### config.mk
export PLATFORM = sky130hd
export DESIGN_NAME = dataout_window_acc
export DESIGN_NICKNAME = d
export VERILOG_FILES = /design/src/rtl/dataout_window_acc.sv
export SDC_FILE = /design/constraint.sdc
export NUM_CORES = 1
export LEC_CHECK = 0
export BUFFER_PORTS_ARGS = -buffer_cell sky130_fd_sc_hd__buf_4
export CAP_MARGIN = 30
export CORE_UTILIZATION = 41
export CTS_CLUSTER_DIAMETER = 60
export DETAILED_ROUTE_END_ITERATION = 12
export SETUP_SLACK_MARGIN = 0.3
export SLEW_MARGIN = 20
export SYNTH_ARGS = -nofsm -noshare
export SYNTH_HDL_FRONTEND = slang
export SYNTH_SLANG_ARGS = --single-unit
### constraint.sdc
create_clock -name clk -period 5.8 [get_ports clk]
set_input_delay 0.29 -clock clk [delete_from_list [all_inputs] [get_ports clk]]
set_output_delay 0.29 -clock clk [all_outputs]
set_load 0.05 [all_outputs]
### src/rtl/dataout_window_acc.sv
// Windowed statistics over the upstream DATAOUT stream: collects WIN valid
// samples, then publishes sum, average, max and min with a one-cycle pulse.
module dataout_window_acc #(
  parameter int DATA_W  = 6,
  parameter int WIN     = 8,
  parameter int LOG_WIN = 3
) (
  input  logic                      clk,
  input  logic                      rst,
  input  logic                      start,
  input  logic                      din_valid,
  input  logic [DATA_W-1:0]         din,
  output logic                      busy,
  output logic                      result_valid,
  output logic [DATA_W+LOG_WIN-1:0] sum,
  output logic [DATA_W-1:0]         avg,
  output logic [DATA_W-1:0]         max_s,
  output logic [DATA_W-1:0]         min_s
);

  localparam int ACC_W = DATA_W + LOG_WIN;
  localparam logic [LOG_WIN-1:0] LAST = LOG_WIN'(WIN - 1);

  typedef enum logic [1:0] {IDLE, ACCUM, DONE} state_t;

  state_t              state;
  logic [LOG_WIN-1:0]  count;
  logic [ACC_W-1:0]    acc;
  logic [DATA_W-1:0]   cur_max;
  logic [DATA_W-1:0]   cur_min;

  logic [ACC_W-1:0]    acc_next;
  logic [DATA_W-1:0]   max_next;
  logic [DATA_W-1:0]   min_next;

  // Running values including the sample on din; the first sample of a
  // window seeds both extremes so the cleared registers never win a compare.
  always_comb begin
    acc_next = acc + ACC_W'(din);
    max_next = cur_max;
    min_next = cur_min;
    if (count == '0) begin
      max_next = din;
      min_next = din;
    end else begin
      if (din > cur_max) max_next = din;
      if (din < cur_min) min_next = din;
    end
  end

  always_ff @(posedge clk or posedge rst) begin
    if (rst) begin
      state        <= IDLE;
      count        <= '0;
      acc          <= '0;
      cur_max      <= '0;
      cur_min      <= '0;
      busy         <= 1'b0;
      result_valid <= 1'b0;
      sum          <= '0;
      avg          <= '0;
      max_s        <= '0;
      min_s        <= '0;
    end else begin
      result_valid <= 1'b0;
      case (state)
        IDLE: begin
          busy <= 1'b0;
          if (start) begin
            state   <= ACCUM;
            busy    <= 1'b1;
            count   <= '0;
            acc     <= '0;
            cur_max <= '0;
            cur_min <= '0;
          end
        end
        ACCUM: begin
          if (din_valid) begin
            acc     <= acc_next;
            count   <= count + LOG_WIN'(1);
            cur_max <= max_next;
            cur_min <= min_next;
            // Publish on the same edge that accepts the last sample.
            if (count == LAST) begin
              state        <= DONE;
              busy         <= 1'b0;
              result_valid <= 1'b1;
              sum          <= acc_next;
              avg          <= DATA_W'(acc_next >> LOG_WIN);
              max_s        <= max_next;
              min_s        <= min_next;
            end
          end
        end
        DONE: begin
          if (start) begin
            state   <= ACCUM;
            busy    <= 1'b1;
            count   <= '0;
            acc     <= '0;
            cur_max <= '0;
            cur_min <= '0;
          end else begin
            state <= IDLE;
            busy  <= 1'b0;
          end
        end
        default: begin
          state <= IDLE;
          busy  <= 1'b0;
        end
      endcase
    end
  end

endmodule

==> out/metrics.yaml, run 1 <==
run_status:
  status: "completed"
floorplanning:
  die_w_microns: 82.76
  ios: 39
  core_sq_mm: 0.006314
  dieArea_sq_mm: 0.006848
  die-height_microns: 82.76
  floorplan.initialDensity_pct: 42.35
  row_count: 29
clocking:
  cts.clk_slew.worst_paths_ns: 0.09
  postCtsSetupBuffers: 0
  cts_tree: "built"
  post_cts_resized: 0
  hold_buffers: 0
  cts.sinks: 49
  cts-root-buf: "clkbuf_8"
  cts_buffer_depth: 2
  htree_levels: 2
  clk_latency_ns: 0.30
  cts_made_buffers: 5
sta:
  setup_tns_ns: 0
  finalSetupViolCount: 0
  tightest_slew_ns: 0.5706
  hold_viol: 0
  clock.fmax_mhz: 453.3
  rsz0062_at_grt: "no"
  fin_crit_sh_pct: 38.04
  relSlewSlack_pct: 61.85
  finalClockSkew_ns: 0.004446
  min_period_ns: 2.206
  maxSlewViolCount: 0
routing:
  drt_first_pass_iters: 4
  postRouteAntennaNets: 0
  drt_wl_total_microns: 5509
  routed_via_density: 5.238
  drtIter0Drc: 86
  wl_per_cell_microns: 14.89
  drc: 0
  vias: 1938
synthesis:
  synth_mux_area_share_pct: 4.492
  synthFlopType: "dfrtp_1"
  yosysWarnings: 0
  synth-edff-count: 0
  yosysSeqAreaShare_pct: 45.86
  synth_nets: 293
  syn_avg_cell_area_sq_um: 10.21
  yosys.area_share.xor_xnor_pct: 1.310
  syn-instance-count: 262
  synth_top_family_by_area: "compound AO/OA/AOI/OAI gates"
  synth.largest_area_cell: "dfrtp_1"
  synthSimpleGateAreaFrac_pct: 12.35
  synthArstFlopShare_pct: 100.0
  synth_cell_types: 43
  synthAdderAreaFrac_pct: 10.11
  ys_seq_elements: 49
  synth_area_leaders: "dfrtp_1, ha_1, nand2_1"
  syn_area_sq_mm: 0.002674
  synth_top_area_share_pct: 45.86
  synth_compound_area_share_pct: 20.17
setup_path:
  path_buf_inv: 0
  worstPathRequired_ns: 6.03
  crit_cells: 7
  reg2reg_depth: 7
  rrSetupSlack_ns: 3.59
  worstPathCellList: "ha_1 > fa_1 > a21o_1 > a21oi_1 > o21ai_1 > or2_2 > a31oi_1"
  cp.arrival_ns: 2.43
  worstPathMaxFanout: 7
  critPathSlowestCell: "fa_1"
  max_stage_delay_ns: 0.41
  cp_top_family: "compound AO/OA/AOI/OAI gates"
  r2r-end: "acc[6]"
  worst-setup-path-type: "flip-flop to flip-flop"
  endpoint_kind: "flip-flop"
  start_kind: "flip-flop"
  rr_startpoint: "acc[0]"
place:
  port_buffers: 38
  place_area_sq_mm: 0.003002
  dp_hpwl_microns: 4048
  globalplace.congestion: 0.8161
global_routing:
  grtUsageTotal_pct: 18.22
  grt_max_degree: 28
  grt_overflow: 0
  antenna_found_initial: 0
  grt_pass1_vias: 1903
  grt_pass1_wl_microns: 9315
final_layout:
  final_common_cell: "dfrtp_1"
  final_nets: 325
  drive_gt1_share_pct: 18.77
  multiInputGateArea_sq_mm: 0.001295
  area.growth.synth_to_final_pct: 15.02
  n_antenna_cell: 0
  fillers: 638
  regArea_sq_mm: 0.001226
  design_area_sq_mm: 0.003075
  final_cell_mix: "dfrtp_1, buf_4, nand2_1, ha_1, inv_1"
worst_hold_path:
  hold_path.class: "primary input to asynchronous set/reset pin"
flow_run:
  cap_violations: 0
pwr:
  leakage_uw: 0.001531
  p_per_area_mw_per_mm2: 599.9
  ir_drop_uv: 247.9
-- worst max path at each step --
stage / startpoint / slack, ns / end
finish: acc[0] / 3.59 / acc[6]
global route: acc[0] / 3.36 / acc[6]
CTS: acc[0] / 3.59 / acc[6]
detailed placement: din[0] / 3.53 / acc[6]
global placement: din[0] / 3.61 / acc[6]
floorplan: acc[0] / 3.77 / acc[6]
-- stage by stage --
stage	setup slack [ns]	cells	utilization [%]	power [uW]	hold WS [ns]
2_1_floorplan	3.775	262	-	1418	0.4227
3_3_place_gp	3.610	363	47.23	1638	0.4595
3_5_place_dp	3.530	364	47.54	1664	0.3688
4_1_cts	3.590	370	48.71	1862	0.03596
5_1_grt	3.364	370	48.71	2000	0.06265
6_report	3.594	370	48.71	1845	0.02239
-- report_power, final --
| group | switching [uW] | internal [uW] | total (uW) |
|---|---|---|---|
| Clock | 114 | 79.8 | 193 |
| Sequential | 105 | 482 | 586 |
| Combinational | 665 | 400 | 1070 |
| Total | 883 | 962 | 1840 |
-- routing by layer --
metal	global-route usage, %	wire [microns]
met5	0	0
met3	3.736	161
met1	26.12	2853
met4	4.138	67
met2	28.11	2427
-- cell type report --
cell class	count	share of cell area [%]
clock buffer	5	2.238
inverter	19	2.319
tap	77	3.133
clock inverter	1	0.1627
sequential	49	39.87
timing repair buffer	40	10.17
multi-input combinational	179	42.11
-- cell families (layout without fill, tap and decap cells) --
family,after synthesis,in the layout
and+or+nand+nor,71,71
adders and majority gates,21,21
buffers and inverters,34,65
muxes,12,12
DFF,49,49
AOI/OAI and AO/OA,71,71
xor gates and xnor gates,4,4
-- cell usage after synthesis, types with 2 or more instances --
cell type	number
nand2b_1	4
nor2b_1	4
a31oi_1	3
nor2_1	5
clkbuf_1	5
a21o_1	4
o31a_1	2
nand3_1	6
o211ai_1	2
nand4_1	3
nand2_1	38
buf_2	2
o21ai_1	9
o21ai_0	17
nor3_1	3
ha_1	20
inv_1	19
buf_4	6
dfrtp_1	49
a21oi_1	6
and2_1	3
a22o_1	16
xnor2_1	4
mux2i_1	12
buf_1	2
-- state kept, by name (all words and copies together) (netlist names) --
name          count
count             3
max_s             6
cur_min           6
result_valid      1
sum               8
min_s             6
busy              1
avg               1
acc               9
cur_max           6
state             2
No activity file was read; power rests on OpenSTA's default activity.
==> run 2: changes to the inputs <==
- clock period: 5.8 -> 1.8 ns (I/O delays scaled with it)
==> run 2 against run 1 <==
The flow now finishes with violations (setup timing). Setup slack worse by 3.7 ns. Die area is the same. Clock power rose to 3.5 times the previous value. Sequential share of layout area is 7.6 points lower. Fmax increased by 17%. First-iteration DRC count is 2.3% higher. Routed wire length is 14% higher. Final area grew 24%. Power grew to 4.0 times the previous value. Flip-flop and latch count stayed put. Critical path depth did not move. Combinational power grew to 4.6 times the previous value. Largest power group unchanged.
==> out/metrics.yaml, run 2 (synthesized netlist as in run 1, its figures left out) <==
pwr:
  ir_drop_uv: 1217
  total_power_uw: 7467
  leakage_uw: 0.001829
  p_per_area_mw_per_mm2: 1964
setup_path:
  worstPathRequired_ns: 2.03
  cp.arrival_ns: 2.12
  worstPathCellList: "ha_2 > fa_2 > a21o_1 > a21oi_4 > o21ai_4 > or2_4 > a31oi_4"
  endpoint_kind: "flip-flop"
  path_buf_inv: 0
  worst-setup-path-type: "flip-flop to flip-flop"
  rrSetupSlack_ns: -0.08
  start_kind: "flip-flop"
  worstPathMaxFanout: 6
  cp_top_family: "compound AO/OA/AOI/OAI gates"
  max_stage_delay_ns: 0.39
  critPathSlowestCell: "dfrtp_1"
place:
  globalplace.congestion: 0.7810
  port_buffers: 38
  dp.cells: 396
  dp_hpwl_microns: 4507
routing:
  routed_via_density: 5.108
  vias: 2135
  drt_wl_total_microns: 6300
  drc: 0
  drt_first_pass_iters: 4
  wl_per_cell_microns: 15.07
  drtIter0Drc: 88
  postRouteAntennaNets: 0
floorplanning:
  die-height_microns: 82.76
  floorplan.initialDensity_pct: 42.35
  ios: 39
  die_w_microns: 82.76
  row_count: 29
  core_sq_mm: 0.006314
  dieArea_sq_mm: 0.006848
sta:
  finalSetupViolCount: 17
  rsz0062_at_grt: "yes"
  finalClockSkew_ns: 0.004172
  fin_crit_sh_pct: 104.7
  hold_viol: 0
  clock.fmax_mhz: 530.7
  tightest_slew_ns: 0.4532
  min_period_ns: 1.884
  relSlewSlack_pct: 69.78
  worst_slack_ns: -0.08424
  maxSlewViolCount: 0
  hold_slack_ns: 0.06054
worst_hold_path:
  hold_path.class: "primary input to flip-flop"
final_layout:
  final_common_cell: "buf_4"
  n_antenna_cell: 0
  final_cell_mix: "buf_4, dfrtp_1, nand2_1, o21ai_1, a22o_1"
  final_nets: 372
  largest_register_ffs: 9
  drive_gt1_share_pct: 41.35
  area.growth.synth_to_final_pct: 42.16
  finalNonFillerCells: 418
  largest-register: "acc"
  reg.largest.list: "acc: 9 flops, sum: 8 flops"
flow_run:
  cap_violations: 0
run_status:
  status: "finished, violations left"
  violations: "setup timing"
global_routing:
  grt_pass1_vias: 2051
  grt_overflow: 0
  grt_max_degree: 32
  antenna_found_initial: 0
  grt_pass1_wl_microns: 10240
  grtUsageTotal_pct: 20.49
clocking:
  htree_levels: 2
  clk_latency_ns: 0.30
  cts_buffer_depth: 2
  cts_tree: "built"
  cts.clk_slew.worst_paths_ns: 0.09
  cts-root-buf: "clkbuf_8"
  cts_made_buffers: 5
  cts.sinks: 49
## run 2: changes by cell type in the layout (fill, tap and decap cells not counted), sizes merged
cell / change
dlygate4sd3: +1
buf: +46
clkinv: -1
clkbuf: +2
## run 2: final timing paths
kind                         from        to  depth (start not counted)
hold reg to reg            sum[0]    sum[0]                          2
setup / recovery           acc[0]    acc[6]                          7
min in group asynchronous     rst  state[1]                          3
max in group asynchronous     rst  min_s[3]                          4
setup reg to reg           acc[0]    acc[6]                          7
hold / removal              start  state[0]                          3
## run 2: repair_timing
item,in CTS,in global routing
hold buffers,1,0
pin swaps,16,11
endpoints found under the setup margin,40,41
gates resized for setup,28,19
hold endpoints to repair,18,0
setup buffers,10,4
## run 2: layout make-up
cell class,instances,area [sq um]
Inverter,19,71.32
Sequential cell,49,1226
Multi-Input combinational cell,179,1574
Timing Repair Buffer,87,747.0
Clock buffer,7,86.33
Fill cell,545,2512
Tap cell,77,96.34
## run 2: worst register-to-register path, stage by stage, from the launching register on
cell and delay [ns]:
dfrtp_1 0.39, ha_2 0.19, fa_2 0.34, a21o_1 0.21, a21oi_4 0.17, o21ai_4 0.10
or2_4 0.25, a31oi_4 0.17
## run 2: metal layers
metal  track usage (%)  vias to the layer above  part of all wire [%]
met4             5.690                        0                   1.0
met5                 0                        -                     0
met2             34.59                       31                    49
met3             3.736                        7                   2.6
met1             26.76                     1020                    47
li1                  -                     1077                     -
## run 2: where the power goes
group	switching (uW)	total, uW	leakage [uW]	internal [uW]
Sequential	343	1890	0.000632	1550
Combinational	2600	4900	0.00115	2300
Clock	366	672	0.0000443	306
## run 2: stage by stage
stage               instance area, sq um  utilization [%]  setup TNS [ns]  setup WS (ns)
CTS                                 3686            58.38         -0.3477       -0.07989
global route                        3801            60.21          -2.730        -0.1665
finish                              3801            60.21         -0.3467       -0.08424
floorplan                           2788                -         -0.4728       -0.07262
global placement                    3377            53.49          -1.385        -0.1400
detailed placement                  3377            53.49          -1.853        -0.1769
